**config.mk**
```make
export PLATFORM = sky130hd
export DESIGN_NAME = decim_accum_flat
export DESIGN_NICKNAME = d
export VERILOG_FILES = /design/src/rtl/decim_accum_pkg.sv /design/src/rtl/decim_accum_if.sv /design/src/rtl/decim_accum_scale_sat.sv /design/src/rtl/decim_accum.sv /design/src/flat_wrapper.sv
export SDC_FILE = /design/constraint.sdc
export NUM_CORES = 1
export LEC_CHECK = 0
export ABC_AREA = 0
export CORE_MARGIN = 8
export CORE_UTILIZATION = 26
export DETAILED_ROUTE_END_ITERATION = 10
export PLACE_DENSITY = 0.48
export SYNTH_ARGS = -nofsm -noshare
export SYNTH_HDL_FRONTEND = slang
export SYNTH_SLANG_ARGS = --single-unit
```
**constraint.sdc**
```tcl
create_clock -name clk -period 3.56 [get_ports clk]
set_clock_uncertainty 0.15 [all_clocks]
set_input_delay 0.356 -clock clk [delete_from_list [all_inputs] [get_ports clk]]
set_output_delay 0.356 -clock clk [all_outputs]
set_load 0.05 [all_outputs]
```
**src/rtl/decim_accum_pkg.sv**
```systemverilog
// Shared types for the integrate-and-dump decimator.
package decim_accum_pkg;

    localparam int CNT_W    = 20;
    localparam int SAMPLE_W = 16;

    typedef logic signed [SAMPLE_W-1:0] sample_t;
    typedef logic [CNT_W-1:0]           count_t;

    typedef enum logic {
        EMPTY = 1'b0,
        FULL  = 1'b1
    } ostate_e;

endpackage

```
**src/rtl/decim_accum_if.sv**
```systemverilog
// Result stream from the decimator to the next stage.
interface decim_accum_if
    import decim_accum_pkg::*;
#(
    parameter int OUT_W = 16
) ();

    logic                    out_valid;
    logic                    out_ready;
    logic signed [OUT_W-1:0] out_data;
    logic [CNT_W-1:0]        out_count;

    modport master (
        output out_valid,
        output out_data,
        output out_count,
        input  out_ready
    );

    modport slave (
        input  out_valid,
        input  out_data,
        input  out_count,
        output out_ready
    );

endinterface

```
**src/rtl/decim_accum_scale_sat.sv**
```systemverilog
// Window-sum scaling: optional round (DECIM_ACCUM_ROUND_EN), shift, saturate.
module decim_scale_sat #(
    parameter int ACC_W = 36,
    parameter int OUT_W = 16,
    parameter int SHIFT = 4
) (
    input  logic signed [ACC_W-1:0] sum,
    output logic signed [OUT_W-1:0] res
);

    // One guard bit so the rounding bias can never wrap the sum.
    localparam int EW = ACC_W + 1;

    localparam logic signed [EW-1:0] MAXV =
        {{(EW-OUT_W+1){1'b0}}, {(OUT_W-1){1'b1}}};
    localparam logic signed [EW-1:0] MINV =
        {{(EW-OUT_W+1){1'b1}}, {(OUT_W-1){1'b0}}};

    logic signed [EW-1:0] bias;
    logic signed [EW-1:0] biased;
    logic signed [EW-1:0] shifted;

`ifdef DECIM_ACCUM_ROUND_EN
    if (SHIFT > 0) begin : g_rnd
        assign bias = EW'(1) << (SHIFT - 1);
    end else begin : g_nrnd
        assign bias = '0;
    end
`else
    assign bias = '0;
`endif

    always_comb begin
        biased  = {sum[ACC_W-1], sum} + bias;
        shifted = biased >>> SHIFT;
        if (shifted > MAXV) begin
            res = MAXV[OUT_W-1:0];
        end else if (shifted < MINV) begin
            res = MINV[OUT_W-1:0];
        end else begin
            res = shifted[OUT_W-1:0];
        end
    end

endmodule

```
**src/rtl/decim_accum.sv**
```systemverilog
// Integrate-and-dump decimator closed by clken; rounding via DECIM_ACCUM_ROUND_EN.
module decim_accum
    import decim_accum_pkg::*;
#(
    parameter int DATA_W = 16,
    parameter int OUT_W  = 16,
    parameter int ACC_W  = 36,
    parameter int SHIFT  = 4
) (
    input  logic              clk,
    input  logic              reset,
    input  logic              clken,
    input  logic              in_valid,
    input  logic signed [DATA_W-1:0] in_data,
    decim_accum_if.master     out_if,
    output logic              overrun,
    input  logic              clear_overrun
);

    logic signed [ACC_W-1:0] acc;
    logic signed [ACC_W-1:0] smp;
    logic signed [ACC_W-1:0] sum;
    logic [CNT_W-1:0]        cnt;
    logic [CNT_W-1:0]        cnt_nxt;
    logic signed [OUT_W-1:0] res;
    logic signed [OUT_W-1:0] data_q;
    logic [CNT_W-1:0]        count_q;
    ostate_e                 state;

    assign smp = {{(ACC_W-DATA_W){in_data[DATA_W-1]}}, in_data};
    assign sum = in_valid ? acc + smp : acc;

    // Count saturates rather than wrapping in over-long windows.
    assign cnt_nxt = (in_valid && cnt != '1) ? cnt + CNT_W'(1) : cnt;

    decim_scale_sat #(
        .ACC_W (ACC_W),
        .OUT_W (OUT_W),
        .SHIFT (SHIFT)
    ) u_scale (
        .sum (sum),
        .res (res)
    );

    always_ff @(posedge clk or negedge reset) begin
        if (!reset) begin
            acc <= '0;
            cnt <= '0;
        end else if (clken) begin
            acc <= '0;
            cnt <= '0;
        end else begin
            acc <= sum;
            cnt <= cnt_nxt;
        end
    end

    always_ff @(posedge clk or negedge reset) begin
        if (!reset) begin
            state   <= EMPTY;
            data_q  <= '0;
            count_q <= '0;
        end else if (clken) begin
            state   <= FULL;
            data_q  <= res;
            count_q <= cnt_nxt;
        end else if (state == FULL && out_if.out_ready) begin
            state   <= EMPTY;
        end
    end

    // A dump into an unaccepted result beats a simultaneous clear.
    always_ff @(posedge clk or negedge reset) begin
        if (!reset) begin
            overrun <= 1'b0;
        end else if (clken && state == FULL && !out_if.out_ready) begin
            overrun <= 1'b1;
        end else if (clear_overrun) begin
            overrun <= 1'b0;
        end
    end

    assign out_if.out_valid = (state == FULL);
    assign out_if.out_data  = data_q;
    assign out_if.out_count = count_q;

endmodule
```
**src/flat_wrapper.sv**
```systemverilog
// flat-port wrapper written by rule: the top's interface ports become plain ports
module decim_accum_flat import decim_accum_pkg::*;
#(
    parameter int DATA_W = 16,
    parameter int OUT_W  = 16,
    parameter int ACC_W  = 36,
    parameter int SHIFT  = 4
)
  (clk, reset, clken, in_valid, in_data, overrun, clear_overrun, out_if_out_valid, out_if_out_data, out_if_out_count, out_if_out_ready);
  decim_accum_if #(.OUT_W(OUT_W)) out_if_i ();
  input  logic clk;
  input  logic reset;
  input  logic clken;
  input  logic in_valid;
  input  logic signed [DATA_W-1:0] in_data;
  output logic overrun;
  input  logic clear_overrun;
  output wire logic [$bits(out_if_i.out_valid)-1:0] out_if_out_valid;
  output wire logic [$bits(out_if_i.out_data)-1:0] out_if_out_data;
  output wire logic [$bits(out_if_i.out_count)-1:0] out_if_out_count;
  input wire logic [$bits(out_if_i.out_ready)-1:0] out_if_out_ready;
  assign out_if_out_valid = out_if_i.out_valid;
  assign out_if_out_data = out_if_i.out_data;
  assign out_if_out_count = out_if_i.out_count;
  assign out_if_i.out_ready = out_if_out_ready;
  decim_accum #(.DATA_W(DATA_W), .OUT_W(OUT_W), .ACC_W(ACC_W), .SHIFT(SHIFT)) u_core (.clk(clk), .reset(reset), .clken(clken), .in_valid(in_valid), .in_data(in_data), .out_if(out_if_i), .overrun(overrun), .clear_overrun(clear_overrun));
endmodule
```
[Word-level counts from Yosys, hierarchy flattened]
Index checks and enable logic that the tools add are counted.
Operators by class
  add/sub/neg operators: 2
  magnitude comparators: 2
  eq/ne operators: 1
  mux-type cells: 10
  reduce and logical (&&, ||, !) cells: 8
Operators with widths (count)
  36-bit 2-to-1 mux: 2
  20-bit 2-to-1 mux: 2
  36-bit by 16-bit adder with 36-bit output: 1
  32-bit by 16-bit greater-than comparator with 1-bit output (second input constant): 1
  32-bit by 16-bit < comparator with 1-bit output (second input constant): 1
  16-bit 2-to-1 mux: 2
  20-bit by 1-bit adder with 20-bit output (second input constant): 1
  20-bit inequality test (second input constant): 1
  2-bit nonzero test: 3
  1-bit logical AND: 4
  1-bit 2-to-1 mux: 4
  1-bit logical NOT: 1
Word-level totals
  register bits after elaboration: 94
  input port bits: 22

[Logic depth before layout (Yosys ltp)]
Gate-level depths: netlist of the first run.
  word-level depth: 5
  mapped depth: 13
  gate-level depth less buffers: 12

[Cells and area by module]
Synthesis of the first run repeated with hierarchy kept, for this count alone.
Second synthesis, totals
  cell total of the unflattened synthesis: 669
  area, all modules: 6252.2 um2
By module, submodules not included
  decim_accum: instances 1, cells each 641, area an instance 6020.8 um2, seq. area each 2352.3 um2
  decim_scale_sat: instances 1, cells each 28, area an instance 231.5 um2, seq. area each 0.0 um2

[Worst setup path before layout of the first run]
No wires, ideal clock.
  path kind: input to register
  start point: input port in_data[0]
  end point: register u_core.data_q[10], in the netlist u_core.out_if.out_data[10]
  library setup time: 0.129 ns
  data arrival time: 3.140 ns
  required time: 3.281 ns
  path slack: 0.141 ns
  cell stages on the path: 13
  path through: ha_1 > fa_1 > a21oi_1 > o211ai_1 > a31o_2 > a21o_1 > a221oi_1 > nand3_1 > nor4b_2 > nand4_1 > o32ai_4 > buf_8 > o221ai_2
On the way
  word-level cells in the longest chain between the ends: 5
  elaborated cells on any way between the ends: 6
RTL lines
  start: declaration: RTL line flat_wrapper.sv:15  | input logic signed [DATA_W-1:0] in_data;
  36-bit by 16-bit adder with 36-bit output (*): RTL line decim_accum.sv:31  | assign sum = in_valid ? acc + smp : acc;
  36-bit 2-to-1 mux (*): RTL line decim_accum.sv:31
  32-bit by 16-bit < comparator with 1-bit output: RTL line decim_accum_scale_sat.sv:38  | end else if (shifted < MINV) begin
  16-bit 2-to-1 mux: RTL line decim_accum_scale_sat.sv:38
  16-bit 2-to-1 mux (*): RTL line decim_accum_scale_sat.sv:36  | if (shifted > MAXV) begin
  end signal: assignment: RTL line decim_accum.sv:65  | data_q <= res;
  end: declaration: RTL line decim_accum.sv:26  | logic signed [OUT_W-1:0] data_q;
Every way passes the cells marked *; elsewhere a longest branch is shown, timed or not. The select of a mux whose other input is x is not followed.
A chain may end at the register's enable or synchronous reset.

[Worst setup path after layout of the first run]
  start point: input port in_data[15]
  end point: register u_core.data_q[11], in the netlist u_core.out_if.out_data[11]
Same word-level chain as after synthesis.

==> results of run 1 <==
per-stage QoR:
step	total power, mW	instances	setup TNS (ns)
3_5_place_dp	3.70	1323	-12.07
5_1_grt	5.21	1349	-3.45
6_report	4.91	1349	-2.45
2_1_floorplan	2.66	801	0
3_3_place_gp	3.70	1323	-12.89
4_1_cts	4.91	1350	-2.78
how the worst min path moves through the flow:
stage | end | depth (start not counted) | startpoint
global placement | u_core.out_if.out_count[15] | 2 | u_core.out_if.out_count[15]
global route | u_core.acc[13] | 2 | clken
floorplan | u_core.acc[0] | 0 | reset
detailed placement | u_core.out_if.out_count[12] | 2 | u_core.out_if.out_count[12]
finish | u_core.acc[28] | 2 | clken
CTS | u_core.acc[13] | 2 | clken
repair_timing:
| action | 4_1_cts | 5_1_grt |
|---|---|---|
| endpoints found under the setup margin | 16 | 17 |
| hold buffers | 1 | 0 |
| resized for setup | 37 | 31 |
| pin swaps | 24 | 25 |
| buffers inserted | 8 | 1 |
| gates cloned | 2 | 0 |
| hold endpoints to repair | 11 | 0 |
worst max-delay path: cells and delay by family:
| family | cells | cell delay (ns) |
|---|---|---|
| adder cells (fa/ha/maj) | 1 | 0.33 |
| buffers and inverters | 4 | 0.94 |
| AO/OA/AOI/OAI | 5 | 1.25 |
| AND/OR/NAND/NOR | 3 | 0.92 |
state kept, by name, indices dropped and copies added (netlist names):
register and flops:
u_core.overrun 1, u_core.cnt 20, u_core.out_if.out_valid 1, u_core.out_if.out_count 20, u_core.out_if.out_data 16, u_core.acc 36
report_power, final:
part | internal [mW] | switching, mW | total (mW)
clock | 0.579 | 0.481 | 1.06
sequential | 1.20 | 0.111 | 1.31
combinational | 1.11 | 1.42 | 2.53
total | 2.89 | 2.01 | 4.91
per-layer routing:
layer | vias up | track usage, %
li1 | 3321 | -
met1 | 3131 | 19.7
met2 | 112 | 24.2
met3 | 26 | 2.50
met4 | 0 | 4.17
met5 | - | 0
cell type report:
cell class / instances / area (um2) / area share, %
Multi-Input combinational cell: 644 / 4330 / 45.5
Tap cell: 335 / 419 / 4.40
Timing Repair Buffer: 242 / 2030 / 21.4
Sequential cell: 94 / 2350 / 24.7
Clock inverter: 6 / 75.1 / 0.789
Inverter: 18 / 67.6 / 0.710
Clock buffer: 10 / 239 / 2.51
kinds of logic after synthesis:
family	Yosys count	synth area share (%)
buf+inv	63	5.13
mux	19	2.81
compound gates	208	21.6
simple gates	338	23.1
xor+xnor	42	5.55
flops	94	34.8
fa+ha+maj	37	6.96
synth_stat cells, types with 4 or more instances:
master	instances	area [um2]
sky130_fd_sc_hd__a211oi_1	5	37.5
sky130_fd_sc_hd__a211o_1	4	35.0
sky130_fd_sc_hd__dfrtp_1	94	2350
sky130_fd_sc_hd__nand2_1	79	297
sky130_fd_sc_hd__or2_2	4	25.0
sky130_fd_sc_hd__xor2_1	19	166
sky130_fd_sc_hd__clkbuf_1	26	97.6
sky130_fd_sc_hd__nand2b_1	5	31.3
sky130_fd_sc_hd__o21a_1	9	67.6
sky130_fd_sc_hd__a31oi_1	8	50.1
sky130_fd_sc_hd__nor2b_1	7	43.8
sky130_fd_sc_hd__o21ai_0	29	145
sky130_fd_sc_hd__ha_1	36	450
sky130_fd_sc_hd__inv_1	18	67.6
sky130_fd_sc_hd__o211ai_1	6	45.0
sky130_fd_sc_hd__o221ai_1	6	52.6
sky130_fd_sc_hd__clkbuf_8	4	55.1
sky130_fd_sc_hd__buf_2	7	35.0
sky130_fd_sc_hd__mux2i_1	19	190
sky130_fd_sc_hd__a21o_1	8	60.1
sky130_fd_sc_hd__o221ai_2	10	150
sky130_fd_sc_hd__xnor2_1	22	193
sky130_fd_sc_hd__and3_1	4	25.0
sky130_fd_sc_hd__buf_6	5	56.3
sky130_fd_sc_hd__nand4_1	27	169
sky130_fd_sc_hd__and2_1	10	62.6
sky130_fd_sc_hd__a21oi_1	77	385
sky130_fd_sc_hd__nor3_1	18	90.1
sky130_fd_sc_hd__nor2_1	138	518
sky130_fd_sc_hd__nand3_1	26	130
==> impl.org, run 1 <==
** Setup path
- Start point of the critical path :: in_data[15]
- Setup crit end kind :: flip-flop
- WS Path Type :: in2reg
- The worst register-to-register path ends at u_core.out_if.out_data[11].
- For the worst setup path, the data arrival time is 3.81 ns.
- Most frequent cell on the critical path :: sky130_fd_sc_hd__nand4_1
- The slowest stage of the critical path belongs to the cell sky130_fd_sc_hd__or4_4.
- Kind of start point of the critical path :: primary input
- The worst register-to-register path has a depth of 14.
- Highest fanout seen on the critical path :: 8
- In this run the worst setup path terminates at u_core.out_if.out_data[11].
- Worst-case register-to-register setup slack :: -0.11 ns
- Cells along the critical path :: dlygate4sd2_1 > bufbuf_16 > ha_1 > buf_4 > nand4_1 > or4_4 > o31ai_4 > o311ai_4 > a2111oi_4 > nand4_1 > o32ai_4 > buf_6 > o221ai_2
- For the worst setup path, the data required time is 3.63 ns.
- For this run, the slowest stage of the critical path takes 0.53 ns.
- Worst R2R Start :: u_core.acc[0]

** Clock network
- The clock passes through at most 2 buffers.
- Clock buffers created by TritonCTS :: 9
- The H-tree generated during clock tree synthesis spans 3 levels.
- For this design, the sink count on the clock tree is 94.
- Clock-pin slew was measured on the worst setup and hold paths at 0.08 ns.
- The cell sitting at the root of the clock tree is a sky130_fd_sc_hd__clkbuf_16.
- CTS tree :: yes
- Source-to-sink clock delay at the later pin of the worst-skew pair :: 0.35 ns

** Timing
- Setup violations remaining at the end of the flow were counted as 15.
- Setup repair after global routing could not meet its margin everywhere.
- For the pin with the worst max-slew slack, the measured transition is 0.841 ns.
- Hold WS :: 0.208 ns
- In this run the tightest slew margin relative to its limit is 43.9%.
- The number of hold violations in the final report was 0.
- Setup slack on the critical path of the routed design comes to -0.185 ns.
- Tcrit/Tclk final :: 105%
- For the finished layout, the period the worst path requires is 3.75 ns.
- The max-slew violation count came to 0.
- Static timing analysis puts the maximum clock frequency at between 200 and 300 MHz.

** Finish
- Layout Area Growth over Synthesis :: 40.8%
- In the final design database the tool counted 1068 nets.
- The repair_antennas step left the layout with diodes totalling 0.
- Most common library cell in the layout ignoring fill and taps :: sky130_fd_sc_hd__buf_4
- Fill cells in the final layout number 2690.
- Highest-count cells in the layout ignoring fill and taps :: sky130_fd_sc_hd__buf_4 (176), sky130_fd_sc_hd__nor2_1 (136), sky130_fd_sc_hd__dfrtp_1 (94), sky130_fd_sc_hd__nand2_1 (78), sky130_fd_sc_hd__a21oi_1 (66)
- Area of all placed cells without fillers :: roughly 9500 um2
- Util after Layout :: 36.9%
- Fraction of final layout cells with drive strength greater than 1 :: between 20% and 30%

** Logic synthesis
- Synthesis warning total :: 0
- Average footprint of a synthesized cell :: 8.44 um2
- The number of different library cells used by synthesis comes to slightly below 80.
- Post-Synthesis Cells :: 801
- Summing every instance area after synthesis gives 6760 um2.
- Sequential cell area fraction in the yosys report :: 34.8%
- Commonest register cell after synthesis :: sky130_fd_sc_hd__dfrtp_1
- Counting flops and latches in the post-synthesis netlist gives 94.
- Number of enable-type register cells in the synthesized netlist :: 0
- After synthesis, the share of flip-flops with an asynchronous set or reset is 100%.
- Syn nets :: between 800 and 900

** Die
- Die Height :: between 150 and 200 um
- The floorplan step defined a core boundary enclosing 25800 um2.
- Horizontal die dimension :: around 180 um
- Row cnt :: 59
- The die covers about 31000 um2.
- For this configuration, the core starts out at a cell density of 26.2%.
- Top-Level Pins :: 60

** Placement
- Post-Place Cell Area :: roughly 8800 um2
- Setup slack at placement :: -0.760 ns
- Post-detail-place hpwl :: 17100 um
- Buffers placed on the I/O ports in this run total 59.
- Routability-driven placement finished with a final weighted congestion of 0.884.

** Power
- Worst voltage drop across the vdd grid :: 224 uV
- For this design the static power due to leakage is 4.21 nW.
- Power Density :: 516 nW/um2

** Global route
- The number of antenna violations at the first check in global routing is 0.
- Largest net degree at the start of global routing :: 61
- Wire length of the first global-routing pass :: 36700 um
- Grt ovf :: 0
- In the global route stage, overall resource usage came out at 14.8%.
- Number of global-route vias before repair :: 6671

** Detailed routing
- The first routing iteration left roughly 440 violations.
- In the routed design, unresolved DRC markers number 0.
- Amount of wire on met3 after detailed routing :: ~1000 um
- Detailed routing placed a total of 10600 um of wire on met2.
- Ratio of routed vias to standard cells :: slightly below 5
- The first detailed-routing pass ran for 5 iterations.
- Average wire length per cell after detail routing :: 17.0 um
- Via count :: 6590
- In the final routing, the length of wire on met1 measures 10900 um.
- Number of nets with antenna violations after routing :: 0
- Wire length after detailed routing :: about 23000 um
- Top routing layer in use :: met4

** Worst hold path
- Worst min path class :: in2reg

** Job
- Max-cap violations in this run came to 0.

** Run status
- The flow ran to the end, but the final reports show violations.
- The checks that failed: setup timing.
No activity file was read; power rests on OpenSTA's default activity.
==> inputs of run 2 (changes only) <==
--- a/config.mk
+++ b/config.mk
@@ -10,6 +10,8 @@
 export CORE_UTILIZATION = 26
 export DETAILED_ROUTE_END_ITERATION = 10
 export PLACE_DENSITY = 0.48
+export SETUP_SLACK_MARGIN = 0.02
+export SLEW_MARGIN = 10
 export SYNTH_ARGS = -nofsm -noshare
 export SYNTH_HDL_FRONTEND = slang
 export SYNTH_SLANG_ARGS = --single-unit
==> impl.org, run 2 (synthesis results as in run 1) <==
** Finish
- Area of all placed cells without fillers :: 9520 um2
- Register with the highest flop count :: u_core.acc
- The finished layout holds 1349 standard cells, fillers aside.
- Number of nets in the layout :: 1068
- N_diodes :: 0
- Compared with the post-synthesis result, the final layout area differs by 40.8%.
- Of the cells placed in the final design, the portion with a size suffix greater than 1 is a little over a quarter.
- Number of fill cells in the layout :: 2689
- Most common library cell in the layout ignoring fill and taps :: sky130_fd_sc_hd__buf_4
- The register with the most flip-flops in the layout has 36 of them.
- Highest-count cells in the layout ignoring fill and taps :: sky130_fd_sc_hd__buf_4 (176), sky130_fd_sc_hd__nor2_1 (136), sky130_fd_sc_hd__dfrtp_1 (94), sky130_fd_sc_hd__nand2_1 (78), sky130_fd_sc_hd__a21oi_1 (66)

** Global route
- Largest net degree at the start of global routing :: 61
- Wire length of the first global-routing pass :: 36700 um
- Initial antenna violation count :: 0
- Number of global-route vias before repair :: 6671
- The total overflow left after global routing is 0.
- For this run, the total global-route usage over all layers was measured as 14.8%.

** Placement
- In this run the tool buffered the top-level ports with 59 buffer cells.
- Post-detail-place hpwl :: 17100 um
- Setup slack at placement :: -0.760 ns
- Once placement completed, the tool counted placed cells totaling 1323.
- Post-Place Cell Area :: 8830 um2
- Routability Congestion :: between 0.8 and 0.9

** Detailed routing
- The count of nets left with antenna violations once routing finished came out at 0.
- Detailed routing inserted a total of 6588 vias.
- For this block, wires on met1 add up to ~11000 um.
- First-iteration detailed-routing DRC count :: 446
- The detailed router used layers up to and including met4.
- Dividing the detail-routed wire length by the instance count gives 17.0 um.
- After detailed routing, the total wire length is 22900 um.
- Ratio of routed vias to standard cells :: 4.88
- Number of iterations in the first detailed-routing pass :: 5
- In the detailed route, the total length drawn on met2 is 10700 um.
- Amount of wire on met3 after detailed routing :: slightly above 1000 um
- DRC :: 0

** Setup path
- Critical path data arrival time :: 3.81 ns
- STA classifies the critical path endpoint as a flip-flop.
- Kind of start point of the critical path :: primary input
- Tracing the worst setup path back leads to its startpoint at in_data[15].
- At the worst endpoint, the required time is 3.63 ns.
- Highest fanout seen on the critical path :: 8
- Worst R2R Start :: u_core.acc[0]
- The critical path is of the in2reg type.

** Die
- Die Height :: 177 um
- In this run the count of I/O pins placed on the die edge is 60.
- Horizontal die dimension :: 177 um
- The die covers roughly 31000 um2.
- After floorplanning, the core was sized to cover ~26000 um2.
- Once the floorplan was initialized, standard cells occupied 26.2% of the core.
- In this run the core area contains 59 standard-cell rows.

** Power
- Across the VDD grid, the largest voltage drop is between 200 and 250 uV.
- Total power of the final layout :: 4.91 mW
- In this run the power density over the cells is 516 nW/um2.
- In this run the static leakage power is 4.21 nW.

** Clock network
- Root buf cell :: sky130_fd_sc_hd__clkbuf_16
- Number of sinks on the clock net :: 94
- CTS built an H-tree with a depth of 3.
- TritonCTS built the clock tree.
- Clock transition at the register clock pins on the worst setup and hold paths after CTS :: 0.08 ns
- Counting the buffers created by CTS gives 9.
- At the later pin of the worst-skew pair, clock insertion delay measures 0.35 ns.
- No sink is reached through more buffers than the 2 on the longest clock path.

** Timing
- After layout, the worst setup slack is -0.184 ns.
- Setup repair after global routing could not meet its margin everywhere.
- Tcrit/Tclk final :: 105%
- The number of hold violations in the final report came to 0.
- For the finished layout, the period the worst path requires is 3.74 ns.
- At the pin with the least slew margin, the transition time is ~0.84 ns.
- After routing, the total negative slack on setup checks comes to -2.44 ns.
- The max-slew violation count came to 0.
- Static timing analysis puts the maximum clock frequency at 267 MHz.
- Setup violations remaining at the end of the flow were counted as 15.
- Relative slew slack :: approximately 44%

** Job
- Number of max-cap violations :: 0

** Run status
- Run status :: complete, but fails checks
- The checks that failed: setup timing.

** Worst hold path
- The tightest min-delay check is of the in2reg type.
- Launch point of the worst hold path :: clken
## run 2: cell types whose count changed in the layout (fill, tap and decap cells not counted)
cell and change:
sky130_fd_sc_hd__mux2i_2 +1, sky130_fd_sc_hd__mux2i_1 -1
## run 2: through the flow
stage                     hold WS [ns]  util, %
final                            0.207     37.0
after global routing             0.219     37.0
after CTS                        0.211     36.7
after detailed placement         0.363     34.3
after global placement           0.363     34.3
after floorplan                -0.0896        -
## run 2: layout make-up
class / instances / area [um2] / share of cell area, %
Multi-Input combinational cell: 644 / 4340 / 45.5
Clock buffer: 10 / 239 / 2.51
Clock inverter: 6 / 75.1 / 0.788
Sequential cell: 94 / 2350 / 24.7
Inverter: 18 / 67.6 / 0.710
Timing Repair Buffer: 242 / 2030 / 21.4
Tap cell: 335 / 419 / 4.40
## run 2: worst paths after layout
check | end | slack [ns] | cells after the start
setup / recovery | u_core.out_if.out_data[11] | -0.18 | 13
hold / removal | u_core.acc[28] | 0.21 | 2
setup reg to reg | u_core.out_if.out_data[11] | -0.11 | 14
hold reg to reg | u_core.out_if.out_count[17] | 0.38 | 2
max in group asynchronous | u_core.out_if.out_count[10] | 2.03 | 3
min in group asynchronous | u_core.acc[13] | 0.49 | 2
## run 2: metal layers
metal / track usage [%] / vias up
met5: 0 / -
met4: 4.17 / 0
met3: 2.50 / 26
met2: 24.2 / 114
met1: 19.7 / 3129
li1: - / 3319
## run 2: what timing repair did
item,4_1_cts,5_1_grt
hold endpoints to repair,11,0
gates resized for setup,38,31
setup endpoints to repair,17,17
hold buffers,1,0
gates cloned,2,0
pin swaps,24,25
setup buffers,8,1
## run 2: power by group
part           total, mW  internal, mW  switching [mW]
clock               1.06         0.579           0.482
combinational       2.54          1.11            1.42
sequential          1.31          1.20           0.111
## run 2: critical path, cell delays in order
cell	delay, ns
sky130_fd_sc_hd__dlygate4sd2_1	0.30
sky130_fd_sc_hd__bufbuf_16	0.30
sky130_fd_sc_hd__ha_1	0.33
sky130_fd_sc_hd__buf_4	0.13
sky130_fd_sc_hd__nand4_1	0.16
sky130_fd_sc_hd__or4_4	0.53
sky130_fd_sc_hd__o31ai_4	0.33
sky130_fd_sc_hd__o311ai_4	0.18
sky130_fd_sc_hd__a2111oi_4	0.33
sky130_fd_sc_hd__nand4_1	0.23
sky130_fd_sc_hd__o32ai_4	0.30
sky130_fd_sc_hd__buf_6	0.21
sky130_fd_sc_hd__o221ai_2	0.11
